[src/rtl/hist_scan_ctrl.sv]
// hist_scan_ctrl
// Drains the per-pixel histogram RAM into the peak detector one pixel at a
// time and collects the winning bin of every pixel. Passes alternate
// between coarse histogram (his_num=0) and fine histogram (his_num=1).
//
// Ports
//   i_clk, i_reset          clock, synchronous active-low reset
//   i_acq_count_finish      start request, only honoured while idle
//   o_ram_rd_en, o_ram_addr histogram RAM read strobe and {pixel, bin} address
//   i_ram_rd_data           RAM data, valid one cycle after o_ram_rd_en
//   o_det_clr               restarts max tracking in the detector
//   o_det_valid/noc/addr    sample stream into the detector
//   i_det_peak              detector's current argmax bin
//   o_his_num               pass type, 0 = CH, 1 = FH
//   o_result_*              per-pixel result (valid pulse, pixel, bin, empty)
//   o_busy, o_pass_done     activity flag and end-of-pass pulse
module hist_scan_ctrl #(
  parameter int NB     = 6,
  parameter int PEAK_W = 21,
  parameter int PIXELS = 8,
  parameter int PIX_W  = 3
) (
  input  logic                  i_clk,
  input  logic                  i_reset,
  input  logic                  i_acq_count_finish,
  output logic                  o_ram_rd_en,
  output logic [PIX_W+NB-1:0]   o_ram_addr,
  input  logic [PEAK_W-1:0]     i_ram_rd_data,
  output logic                  o_det_clr,
  output logic                  o_det_valid,
  output logic [PEAK_W-1:0]     o_det_noc,
  output logic [NB-1:0]         o_det_addr,
  input  logic [NB-1:0]         i_det_peak,
  output logic                  o_his_num,
  output logic                  o_result_valid,
  output logic [PIX_W-1:0]      o_result_pix,
  output logic [NB-1:0]         o_result_bin,
  output logic                  o_result_empty,
  output logic                  o_busy,
  output logic                  o_pass_done
);

  localparam logic [NB:0]      LAST_BIN = {1'b0, {NB{1'b1}}};
  localparam logic [NB:0]      BIN_ONE  = (NB+1)'(1);
  localparam logic [PIX_W-1:0] LAST_PIX = PIX_W'(PIXELS - 1);
  localparam logic [PIX_W-1:0] PIX_ONE  = PIX_W'(1);

  typedef enum logic [2:0] {
    S_IDLE,
    S_CLR,
    S_SCAN,
    S_DRAIN,
    S_LATCH,
    S_DONE
  } state_t;

  state_t           r_state;
  state_t           w_nextState;
  logic [PIX_W-1:0] r_pixCnt;
  logic [NB:0]      r_binCnt;
  logic             r_drainCnt;
  logic             r_nonZero;
  logic             r_hisNum;
  logic             r_detValid;
  logic [NB-1:0]    r_detAddr;
  logic [PIX_W-1:0] r_resultPix;
  logic [NB-1:0]    r_resultBin;
  logic             r_resultEmpty;
  logic             w_lastBin;
  logic             w_lastPix;
  logic             w_drainDone;

  assign w_lastBin   = (r_binCnt == LAST_BIN);
  assign w_lastPix   = (r_pixCnt == LAST_PIX);
  assign w_drainDone = r_drainCnt;

  // State register; everything else in the block is steered by it.
  always_ff @(posedge i_clk) begin
    if (!i_reset) begin
      r_state <= S_IDLE;
    end else begin
      r_state <= w_nextState;
    end
  end

  // Next-state decode plus the single-cycle strobes, which are all pure
  // functions of the current state so they vanish the cycle after a reset.
  always_comb begin
    w_nextState    = r_state;
    o_ram_rd_en    = 1'b0;
    o_det_clr      = 1'b0;
    o_result_valid = 1'b0;
    o_pass_done    = 1'b0;
    case (r_state)
      S_IDLE: begin
        if (i_acq_count_finish) w_nextState = S_CLR;
      end
      S_CLR: begin
        o_det_clr   = 1'b1;
        w_nextState = S_SCAN;
      end
      S_SCAN: begin
        o_ram_rd_en = 1'b1;
        if (w_lastBin) w_nextState = S_DRAIN;
      end
      S_DRAIN: begin
        if (w_drainDone) w_nextState = S_LATCH;
      end
      S_LATCH: begin
        o_result_valid = 1'b1;
        w_nextState    = w_lastPix ? S_DONE : S_CLR;
      end
      S_DONE: begin
        o_pass_done = 1'b1;
        w_nextState = S_IDLE;
      end
      default: w_nextState = S_IDLE;
    endcase
  end

  // Address is forced to zero outside SCAN so the RAM port is quiet when
  // nothing is being read.
  assign o_ram_addr = o_ram_rd_en ? {r_pixCnt, r_binCnt[NB-1:0]} : '0;
  assign o_busy     = (r_state != S_IDLE);
  assign o_his_num  = r_hisNum;

  // Pixel, bin and drain counters. The bin counter carries one extra bit so
  // the end-of-scan compare never relies on the address wrapping to zero.
  always_ff @(posedge i_clk) begin
    if (!i_reset) begin
      r_pixCnt   <= '0;
      r_binCnt   <= '0;
      r_drainCnt <= 1'b0;
    end else begin
      case (r_state)
        S_IDLE: begin
          if (i_acq_count_finish) r_pixCnt <= '0;
        end
        S_CLR: begin
          r_binCnt <= '0;
        end
        S_SCAN: begin
          r_binCnt   <= r_binCnt + BIN_ONE;
          r_drainCnt <= 1'b0;
        end
        S_DRAIN: begin
          r_drainCnt <= 1'b1;
        end
        S_LATCH: begin
          if (!w_lastPix) r_pixCnt <= r_pixCnt + PIX_ONE;
        end
        default: ;
      endcase
    end
  end

  // Detector feed. The RAM already returns data one cycle after the read
  // strobe, so only the strobe and the bin index need a register stage to
  // line up with it. The data is masked while no sample is valid so the
  // detector never sees stale RAM output.
  always_ff @(posedge i_clk) begin
    if (!i_reset) begin
      r_detValid <= 1'b0;
      r_detAddr  <= '0;
    end else begin
      r_detValid <= o_ram_rd_en;
      r_detAddr  <= o_ram_rd_en ? r_binCnt[NB-1:0] : '0;
    end
  end

  assign o_det_valid = r_detValid;
  assign o_det_addr  = r_detAddr;
  assign o_det_noc   = r_detValid ? i_ram_rd_data : '0;

  // Tracks whether any sample of the current pixel was nonzero; restarted
  // together with the detector.
  always_ff @(posedge i_clk) begin
    if (!i_reset) begin
      r_nonZero <= 1'b0;
    end else if (r_state == S_CLR) begin
      r_nonZero <= 1'b0;
    end else if (r_detValid && (o_det_noc != '0)) begin
      r_nonZero <= 1'b1;
    end
  end

  // Result capture happens on the edge that enters LATCH, at which point the
  // detector has already registered the last sample. The values are thus on
  // the outputs during the LATCH cycle alongside o_result_valid, and hold
  // until the next pixel is captured.
  always_ff @(posedge i_clk) begin
    if (!i_reset) begin
      r_resultPix   <= '0;
      r_resultBin   <= '0;
      r_resultEmpty <= 1'b0;
    end else if ((r_state == S_DRAIN) && w_drainDone) begin
      r_resultPix   <= r_pixCnt;
      r_resultBin   <= i_det_peak;
      r_resultEmpty <= ~r_nonZero;
    end
  end

  assign o_result_pix   = r_resultPix;
  assign o_result_bin   = r_resultBin;
  assign o_result_empty = r_resultEmpty;

  // Pass type flips at the end of every completed pass; an aborted pass
  // leaves it at its reset value of CH.
  always_ff @(posedge i_clk) begin
    if (!i_reset) begin
      r_hisNum <= 1'b0;
    end else if (r_state == S_DONE) begin
      r_hisNum <= ~r_hisNum;
    end
  end

endmodule

[config.mk]
export PLATFORM = sky130hd
export DESIGN_NAME = hist_scan_ctrl
export DESIGN_NICKNAME = d
export VERILOG_FILES = /design/src/rtl/hist_scan_ctrl.sv
export SDC_FILE = /design/constraint.sdc
export NUM_CORES = 1
export LEC_CHECK = 0
export ABC_AREA = 1
export BUFFER_PORTS_ARGS = -buffer_cell sky130_fd_sc_hd__buf_2
export CAP_MARGIN = 20
export CORE_MARGIN = 4
export CORE_UTILIZATION = 38
export CTS_BUF_LIST = sky130_fd_sc_hd__clkbuf_4 sky130_fd_sc_hd__clkbuf_8 sky130_fd_sc_hd__clkbuf_16
export CTS_CLUSTER_SIZE = 12
export DETAILED_ROUTE_END_ITERATION = 10
export PLACE_DENSITY = 0.69
export SYNTH_ARGS = -nofsm -noshare
export SYNTH_HDL_FRONTEND = slang
export SYNTH_SLANG_ARGS = --single-unit
[constraint.sdc]
create_clock -name i_clk -period 3.6 [get_ports i_clk]
set_input_delay 0.18 -clock i_clk [delete_from_list [all_inputs] [get_ports i_clk]]
set_output_delay 0.18 -clock i_clk [all_outputs]
set_load 0.02 [all_outputs]
==> run_results.csv <==
group,metric,value,unit
sta,fin_crit,1650,ps
route,wirelength_met1,1720,um
pwr,p_leak,1.28,nW
clocking,cts_buffer_depth,2,
clocking,cts-buffers-inserted,5,
sta,hold_viol,0,
clocking,ctsResizeCount,0,
setup_path,worstReg2RegStart,"r_state[1]$_SDFFE_PN0P_",
setup_path,start_kind,"flop",
sta,finalSetupViolations,0,
setup_path,endpoint_kind,"output port",
sta,clock.fmax,0.605,GHz
grt,overflow,0,
sta,hold_slack,160,ps
pwr,power.total,1.16,mW
floorplanning,coreArea,4060,sq um
floorplanning,start_util,40.0,%
min_path,hp-class,"input port to flop",
setup_path,slowest_stage,"dfxtp_1",
floorplanning,die_width,73.4,um
layout,design_area,2190,sq um
route,wl_per_cell,11.1,um
route,dr_wl_met2,2000,um
sta,slew_violations,0,
layout,mostFrequentLayoutCells,"82 x buf_2, 65 x nand2_1, 44 x inv_1",
route,finalWirelength,4210,um
place,pre_cts_slack,2060,ps
synth,ys_seq_area_share,40.7,%
layout,syn_to_final_growth,34.7,%
place,placed_area,2050,sq um
route,vias,1765,
sta,worst_slack,1950,ps
synth,ys.warnings.count,0,
layout,diodes,0,
synth,syn_nets,279,
clocking,hold_buffers,0,
sta,fin_crit_sh,45.9,%
clocking,htreeDepth,2,
grt,grt_usage,15.6,%
clocking,clk_latency,290,ps
setup_path,arrival,1470,ps
route,drtAntennaViolNets,0,
grt,grt_pass1_vias,1590,
route,drc_errors,0,
sta,rsz0062_at_grt,"no",
clocking,clock_sinks,33,
synth,avgSynthCellArea,6.60,sq um
floorplanning,die_h,73.4,um
place,dp_cells,371,
setup_path,reg2reg_to,"o_result_bin[3]$_SDFFE_PN0P_",
synth,synth-seq-cells,33,
grt,grt_first_pass_wirelength,6570,um
route,dr.pass1.iters,4,
sta,tightest_slew,703,ps
place,dp_hpwl,3270,um
place,gp_congestion,0.792,
clocking,post_cts_buffers,0,
setup_path,r2r_cells,5,
clocking,cts_tree,"built",
layout,nets,361,
layout,fin_util,53.9,%
route,met3WireLength,422,um
grt,grt_max_degree,26,
min_path,worstHoldPathCells,3,
setup_path,cp_cell_sequence,"nand2_1, inv_1, buf_2",
pwr,peakVddDrop,252,uV
setup_path,crit_family,"flip-flops",
flow_run,drv_cap,0,
layout,fin_cells,379,
place,numPortBuffers,82,
synth,syn_area,1620,sq um
route,drt_iter0_markers,73,
floorplanning,std_cell_rows,23,
setup_path,path_class,"flop to output port",
min_path,hold_path_end,"o_result_bin[3]$_SDFFE_PN0P_",
route,viasPerCell,4.66,
route,top_layer_used,"met4",
floorplanning,dieArea,5380,sq um
setup_path,cpPeakStageDelay,770,ps
clocking,cts.clk_slew.worst_paths,70,ps
setup_path,r2r_slack,2070,ps
setup_path,crit_fanout,25,
sta,max-slew-margin-rel,53.1,%
layout,layout.cells.most_common,"buf_2",
pwr,power.density,530,nW/um^2
layout,layout-drive-gt1-share,30.7,%
outcome,status,"completed",
clocking,cts_root_buffer,"clkbuf_8",
setup_path,cp_num_buf_inv,2,
synth,netlist_instances,246,
min_path,min-delay-start,"i_det_peak[3]",
sta,finalSetupTns,0,ps
setup_path,crit_required,3420,ps
grt,antenna_found_initial,0,
synth,yosysUniqueCellTypes,25,
floorplanning,ios,83,
sta,clock-skew-final,8.13,ps
[cell families (layout without fill, tap and decap cells)]
| family | after synthesis | in the layout | share of synthesized area (%) |
|---|---|---|---|
| AOI/OAI and AO/OA | 30 | 30 | 9.71 |
| xor gates and xnor gates | 1 | 1 | 0.539 |
| adders and majority gates | 3 | 3 | 2.31 |
| buffers and inverters | 56 | 139 | 13.9 |
| DFF | 33 | 33 | 40.7 |
| and+or+nand+nor | 123 | 123 | 32.8 |
[per-layer routing]
| metal | vias to the layer above | global-route usage [%] |
|---|---|---|
| met4 | 0 | 8.45 |
| met5 | - | 0 |
| met1 | 767 | 16.7 |
| li1 | 922 | - |
| met3 | 9 | 4.79 |
| met2 | 67 | 27.2 |
[Yosys cell counts]
master    instances  share of area, %
nor2_1           24               5.5
nand2_2           1              0.39
nand3_1          21               6.5
nand3b_1          1              0.46
inv_2             4              0.92
inv_1            44                10
nand4_1           4               1.5
nor3_1            1              0.31
a211oi_1          2              0.92
nor2_2            3               1.2
o21ai_0           8               2.5
buf_4             1              0.46
nand2_1          65                15
nor2_4            1              0.69
buf_6             1              0.69
xor2_1            1              0.54
a21oi_1          19               5.9
o31ai_1           1              0.46
buf_2             4               1.2
nand3_2           1              0.62
clkbuf_1          1              0.23
clkinv_1          1              0.23
dfxtp_1          33                41
nor3_2            1              0.62
ha_1              3               2.3
[area by class of cell]
class	instances	area [sq um]
Timing Repair Buffer	82	410
Fill cell	418	1870
Inverter	49	184
Multi-Input combinational cell	157	737
Tap cell	50	62.6
Clock buffer	5	68.8
Clock inverter	3	65.1
Sequential cell	33	661
[report_power, final]
part	total (mW)	internal, mW	switching, mW
Sequential	0.427	0.388	0.0387
Combinational	0.315	0.0990	0.216
Clock	0.417	0.275	0.142
Total	1.16	0.762	0.397
[worst max path at each step]
| stage | from | endpoint | slack (ps) | cells past startpoint |
|---|---|---|---|---|
| after floorplan | r_state[0]$_SDFFE_PN0P_ | r_binCnt[4]$_SDFFE_PN0P_ | 2340 | 6 |
| after global placement | r_state[1]$_SDFFE_PN0P_ | o_result_pix[2]$_SDFFE_PN0P_ | 2130 | 5 |
| after detailed placement | r_state[1]$_SDFFE_PN0P_ | o_result_bin[3]$_SDFFE_PN0P_ | 2060 | 5 |
| after CTS | o_det_valid$_SDFF_PN0_ | o_det_noc[1] | 1910 | 3 |
| after global routing | o_det_valid$_SDFF_PN0_ | o_det_noc[1] | 1770 | 3 |
| final | o_det_valid$_SDFF_PN0_ | o_det_noc[1] | 1950 | 3 |
[tightest hold or removal path, stage by stage]
cell and delay [ps]:
buf_2 100, nand3_1 70, a21oi_1 60
[flip-flops by register name (all words and copies together), names as in the netlist]
signal          cells
o_det_addr          6
o_det_valid         1
o_his_num           1
o_result_bin        6
o_result_empty      1
o_result_pix        3
r_binCnt            7
r_drainCnt          1
r_nonZero           1
r_pixCnt            3
r_state             3
No activity file was read; power rests on OpenSTA's default activity.
